==> src/rtl/shift_sub_divider.sv <==
// Restoring shift/subtract unsigned divider with a valid/ready handshake on both sides.
// Define CT_TIME_EN to make every operation take WIDTH iterations regardless of operands.
module shift_sub_divider #(
  parameter int WIDTH = 8,
  parameter int CNT_W = $clog2(WIDTH) + 1
) (
  input  logic             clk,
  input  logic             rst_n,
  input  logic             in_valid,
  output logic             in_ready,
  input  logic [WIDTH-1:0] a,
  input  logic [WIDTH-1:0] b,
  output logic             out_valid,
  input  logic             out_ready,
  output logic [WIDTH-1:0] q,
  output logic [WIDTH-1:0] r,
  output logic             div_by_zero,
  output logic             busy
);

  typedef enum logic [1:0] {IDLE, BUSY, DONE} state_t;

  state_t           state, state_nxt;
  logic [WIDTH-1:0] qsr;    // dividend bits shift out the top, quotient bits shift in the bottom
  logic [WIDTH-1:0] rem;
  logic [WIDTH-1:0] b_reg;
  logic [CNT_W-1:0] cnt;
  logic             dbz;
  logic             fast;

  logic             accept;
  logic             last_step;
  logic [WIDTH:0]   rem_shift;
  logic [WIDTH:0]   rem_sub;
  logic             q_bit;

  assign accept    = in_valid && in_ready;
  assign last_step = (cnt == CNT_W'(WIDTH - 1));

  // One extra bit keeps the shifted remainder exact even when b uses the MSB.
  assign rem_shift = {rem, qsr[WIDTH-1]};
  assign q_bit     = (rem_shift >= {1'b0, b_reg});
  assign rem_sub   = rem_shift - {1'b0, b_reg};

  // NOTE: state registers use non-blocking (<=) so every flop samples pre-edge values.
  always_ff @(posedge clk or negedge rst_n) begin
    if (!rst_n) state <= IDLE;
    else        state <= state_nxt;
  end

  // NOTE: state_nxt gets a default first so no path through this block infers a latch.
  always_comb begin
    state_nxt = state;
    unique case (state)
      IDLE: if (accept)              state_nxt = BUSY;
      BUSY: if (fast || last_step)   state_nxt = DONE;
      DONE: if (out_ready)           state_nxt = IDLE;
      default:                       state_nxt = IDLE;
    endcase
  end

  always_ff @(posedge clk or negedge rst_n) begin
    if (!rst_n) begin
      qsr   <= '0;
      rem   <= '0;
      b_reg <= '0;
      cnt   <= '0;
      dbz   <= 1'b0;
    end else begin
      if (accept) begin
        qsr   <= a;
        rem   <= '0;
        b_reg <= b;
        cnt   <= '0;
        dbz   <= (b == '0);
      end else if (state == BUSY) begin
        if (fast) begin
          // Trivial operands: quotient is all ones (b==0) or zero (a<b); remainder is a.
          qsr <= dbz ? '1 : '0;
          rem <= qsr;
        end else begin
          qsr <= {qsr[WIDTH-2:0], q_bit};
          rem <= q_bit ? rem_sub[WIDTH-1:0] : rem_shift[WIDTH-1:0];
          cnt <= cnt + 1'b1;
        end
      end
    end
  end

`ifdef CT_TIME_EN
  assign fast = 1'b0;
`else
  always_ff @(posedge clk or negedge rst_n) begin
    if (!rst_n)      fast <= 1'b0;
    else if (accept) fast <= (b == '0) || (a < b);
  end
`endif

  assign in_ready    = (state == IDLE);
  assign busy        = (state == BUSY);
  assign out_valid   = (state == DONE);
  assign q           = out_valid ? qsr : '0;
  assign r           = out_valid ? rem : '0;
  assign div_by_zero = dbz;

endmodule

==> config.mk <==
export PLATFORM = sky130hd
export DESIGN_NAME = shift_sub_divider
export DESIGN_NICKNAME = d
export VERILOG_FILES = /design/src/rtl/shift_sub_divider.sv
export SDC_FILE = /design/constraint.sdc
export NUM_CORES = 1
export LEC_CHECK = 0
export ABC_AREA = 1
export BUFFER_PORTS_ARGS = -buffer_cell sky130_fd_sc_hd__buf_2
export CELL_PAD_IN_SITES_DETAIL_PLACEMENT = 0
export CELL_PAD_IN_SITES_GLOBAL_PLACEMENT = 1
export CORE_MARGIN = 2
export CORE_UTILIZATION = 41
export CTS_BUF_LIST = sky130_fd_sc_hd__clkbuf_8
export DETAILED_ROUTE_END_ITERATION = 12
export PLACE_DENSITY_LB_ADDON = 0.1
export SETUP_SLACK_MARGIN = 0.4
export SKIP_CTS_REPAIR_TIMING = 1
export SLEW_MARGIN = 20
export SYNTH_ARGS = -nofsm -noshare
export SYNTH_HDL_FRONTEND = slang
export SYNTH_SLANG_ARGS = --single-unit
==> constraint.sdc <==
create_clock -name clk -period 2.1 [get_ports clk]
set_clock_uncertainty 0.1 [all_clocks]
set_input_delay 0.315 -clock clk [delete_from_list [all_inputs] [get_ports clk]]
set_output_delay 0.315 -clock clk [all_outputs]
set_load 0.01 [all_outputs]
# == Word level (Yosys, flattened, before mapping) ==
# Cells that the tools add are included.
# W data, S select, Z words.
# totals
ff_bits,32
latch_bits,0
mem_bits_rw,0
mem_bits_ro,0
out_inout_bits,20
wordCells,43
memories,0
# op_classes
addsub,2
multipliers,0
div_mod_pow,0
n_lt_le_gt_ge,2
eq_ne,7
n_shift,0
muxes,17
n_bitwise,0
n_reduce_logical,8
# ops
op,n
$mux W8,10
$mux W4,3
$ge A9 B8 Y1,1
$logic_not A8 Y1,1
$lt A8 B8 Y1,1
$ne A2 B1 Y1 const B,4
$sub A8 B8 Y8,1
$mux W2,3
$pmux W2 S3,1
$add A4 B1 Y4 const B,1
$eq A4 B3 Y1 const B,1
$reduce_and A3 Y1,1
$eq A2 B1 Y1 const B,1
$eq A2 B2 Y1 const B,1
$logic_not A2 Y1,1
$logic_or A1 B1 Y1,2
$reduce_and A2 Y1,1
$reduce_bool A2 Y1,1
$logic_and A1 B1 Y1,1

# == Logic depth before layout (Yosys ltp) ==
# depth
word_depth,5
mapped_depth,13

# == Worst setup path after synthesis ==
# No wires, ideal clock.
# synth_timing
path_kind,register to register
startpoint,reg qsr[7]
endpoint,reg rem[4]
setup_time_ps,65
t_arrival_ps,1623
setup_slack_ps,312
stages_incl_launch_ff,13
n_path_buf,0
path_cell_list,dfrtp_1 -> inv_1 -> ha_1 -> inv_1 -> fa_1 -> nand2_1 -> inv_1 -> a21oi_1 -> xnor2_1 -> nand2_1 -> nand3_1 -> nand2_1 -> nand2_1
# synth_between
elab_chain_cells,5
word_cells_on_any_way,6
# synth_lines
item,line,text
start: declaration,24,logic [WIDTH-1:0] qsr;
start signal: assignment,79,qsr <= dbz ? '1 : '0;
start signal: assignment,82,"qsr <= {qsr[WIDTH-2:0], q_bit};"
$sub A8 B8 Y8 or $ge A9 B8 Y1 (tied branches),"43, 42",
$mux W8 (*),83,rem <= q_bit ? rem_sub[WIDTH-1:0] : rem_shift[WIDTH-1:0];
$mux W8 (*),77,if (fast) begin
$mux W8 (*),76,end else if (state == BUSY) begin
$mux W8 (*),70,if (accept) begin
end signal: assignment,80,rem <= qsr;
end signal: assignment,83,
end: declaration,25,logic [WIDTH-1:0] rem;
# Mark *: on every way between the ends. The rest lies on a longest branch, timed or not. The select of a mux whose other input is x is not followed.
# A chain may end at the register's enable or synchronous reset.

# == Worst setup path in the final report ==
# layout_timing
startpoint,reg qsr[7]
endpoint,reg rem[6]
# Same word-level chain as after synthesis.

==> results.py <==
metrics = {
    "layout": {
        "diodes": 0,
        "area_growth_pct": 32.1,
        "final_nets": 416,
        "layout-drive-gt1-share_pct": 32.4,
        "finalInstanceArea_sq_mm": 0.00299,
    },
    "synth": {
        "synth.yosys.seq_area_share_pct": 35.4,
        "async_flop_share_pct": 100,
        "netlist_instances": 319,
        "synth_top_area_share_pct": 35.4,
        "ys_warn_count": 0,
        "avgSynthCellArea_sq_um": 7.10,
        "synth_cell_types": 33,
        "yosys.area.top_type": "dfrtp_1",
        "synth_edf_count": 0,
        "synth_area_leaders": "dfrtp_1 (35%), nand2_1 (13%), inv_1 (9.0%), ha_1 (8.8%), a21oi_1 (6.9%)",
        "syn_nets": 356,
        "syn-cell-area_sq_mm": 0.00226,
        "synth_flop_cell": "dfrtp_1",
        "ys_ff_latch": 32,
    },
    "worst_setup_path": {
        "cp-startpoint": "qsr[7]$_DFFE_PN0P_",
        "startpoint_type": "flip-flop",
        "setup.worst_path.end_class": "flip-flop",
        "worstPathArrival_ps": 1940,
        "crit_path_end": "rem[6]$_DFFE_PN0P_",
        "rr_startpoint": "qsr[7]$_DFFE_PN0P_",
        "rrSetupSlack_ps": 240,
        "critPathMaxFanout": 3,
        "required_ps": 2190,
        "r2r-end": "rem[6]$_DFFE_PN0P_",
        "r2r_cells": 12,
        "worstSetupPathType": "flip-flop to flip-flop",
    },
    "placement": {
        "dp_hpwl_um": 4720,
        "placed_cell_area_sq_mm": 0.00261,
        "placement.io_buffers": 39,
        "gp_congestion": 0.815,
    },
    "status": {
        "status": "complete, but fails checks",
        "violations": "negative hold slack",
    },
    "routing": {
        "drt_wl_total_um": 6250,
        "firstDrtPassIters": 4,
        "wl_per_cell_um": 13.8,
        "final_antenna_net_count": 0,
        "drc": 0,
        "viasPerCell": 4.94,
        "vias": 2233,
        "drtIter0Drc": 79,
    },
    "sta": {
        "tns_ps": 0,
        "finalCriticalPeriod_ps": 1860,
        "fin_crit_sh_pct": 88.4,
        "grt_setup_unrepaired": "yes",
        "max_freq_mhz": 539,
        "maxSlewHeadroom_pct": 50.7,
        "hold_viol": 26,
        "slew_viol_final": 0,
        "hold_ws_ps": -21.3,
        "setup_viol": 0,
        "tightest_slew_ps": 740,
    },
    "die": {
        "die_y_um": 78.3,
        "io-pin-count": 40,
        "initial_core_util_pct": 41.9,
        "coreArea_sq_mm": 0.00541,
        "die-area_sq_mm": 0.00613,
        "num_rows": 27,
        "die_w_um": 78.3,
    },
    "clock_network": {
        "clock-sinks": 32,
        "cts_tree": "done",
        "worstSkewPairLatency_ps": 290,
        "cts_made_buffers": 5,
        "root_buffer": "clkbuf_8",
        "h-tree-depth": 2,
        "cts_max_path_buffers": 2,
        "cts.clk_slew.worst_paths_ps": 70,
    },
    "hold_path": {
        "hold_path_class": "primary input to asynchronous set/reset pin",
    },
    "grt": {
        "grt_pass1_vias": 2108,
        "antenna_found_initial": 0,
        "track_usage_pct": 21.6,
        "grt-ovfl-total": 0,
        "grt_max_degree": 33,
        "grt_first_pass_wirelength_um": 10300,
    },
    "power": {
        "p_leak_nw": 1.58,
        "ir_drop_uv": 662,
        "power_density_mw_per_mm2": 1820,
    },
    "flow_run": {
        "maxCapViolCount": 0,
    },
}
## logic make-up after synthesis
logic type               count (synthesis)  share of synthesized area (%)
AND/OR/NAND/NOR                        145                           28.9
AO/OA/AOI/OAI                           58                           14.1
adder cells (fa/ha/maj)                 17                           9.73
buffers and inverters                   65                           11.2
XOR/XNOR                                 2                          0.774
flip-flops                              32                           35.4
## cell type report
| cell class | count | area [sq um] |
|---|---|---|
| fill | 551 | 2420 |
| multi-input combinational | 223 | 1400 |
| sequential | 32 | 806 |
| timing repair buffer | 60 | 364 |
| inverter | 57 | 214 |
| tap | 72 | 90.1 |
| clock buffer | 5 | 68.8 |
| clock inverter | 3 | 42.5 |
## cells in the final DEF (no fill, tap or decap), types with 2 or more instances in the layout
cell / instances
nor3_1: 4
nand4_1: 2
buf_6: 3
o22ai_1: 9
dfrtp_1: 28
nand2_1: 70
inv_2: 12
buf_4: 18
clkbuf_8: 5
nor2_1: 23
o21ai_0: 12
ha_4: 8
nand2_4: 4
ha_1: 8
nor2_4: 3
nand2_8: 2
a21oi_1: 29
a21oi_2: 2
buf_2: 39
dfrtp_2: 4
nand2_2: 12
inv_1: 45
xnor2_1: 2
nor2_2: 4
nand3_1: 18
## routing by layer
metal / wire length (um) / vias to the layer above / track usage [%]
met5: 0 / - / 0
met4: 61 / 0 / 5.79
met3: 182 / 6 / 3.45
met2: 3090 / 40 / 34.3
met1: 2920 / 1037 / 30.8
li1: - / 1150 / -
## cells in the mapped netlist (all sizes together) (2+ instances only)
cell type and number:
nand3 19, o22ai 9, ha 16, nand2 87, nor3 5, o21ai 12
nor2 30, inv 56, nand4 2, a21oi 31, xnor2 2, clkbuf 3
dfrtp 32, buf 5
## metrics by stage
| step | power [mW] | cells | worst slack (ps) | util (%) | hold WS (ps) |
|---|---|---|---|---|---|
| 2_1_floorplan | 3.35 | 319 | 403 | - | -80.6 |
| 3_3_place_gp | 4.11 | 428 | 199 | 48.3 | 320 |
| 3_5_place_dp | 4.12 | 428 | 185 | 48.3 | 319 |
| 4_1_cts | 4.73 | 436 | 150 | 50.4 | 3.41 |
| 5_1_grt | 5.97 | 452 | 114 | 55.3 | 35.8 |
| 6_report | 5.43 | 452 | 244 | 55.3 | -21.3 |
## critical path: stages, from the launching register on
cell and delay, ps:
dfrtp_1 420, inv_2 90, ha_4 150, inv_2 40
fa_2 350, nand2_2 80, inv_2 40, nand3_1 110
nand4_1 110, nand3_1 110, nand2_1 60, nand2_1 50
nand2_1 40
## worst min path at each step
stage | end | slack [ps] | depth (start not counted)
finish | rem[0]$_DFFE_PN0P_ | -20 | 1
global route | state[0]$_DFFE_PN0P_ | 40 | 1
CTS | state[1]$_DFFE_PN0P_ | 3 | 1
detailed placement | state[1]$_DFFE_PN0P_ | 320 | 1
global placement | cnt[0]$_DFFE_PN0P_ | 320 | 1
floorplan | b_reg[0]$_DFFE_PN0P_ | -80 | 0
## where the power goes
group	internal (mW)	switching, mW	total [mW]
registers	0.900	0.295	1.20
logic	1.54	2.09	3.64
clock network	0.351	0.246	0.597
Power figures use the tool's default switching activity.
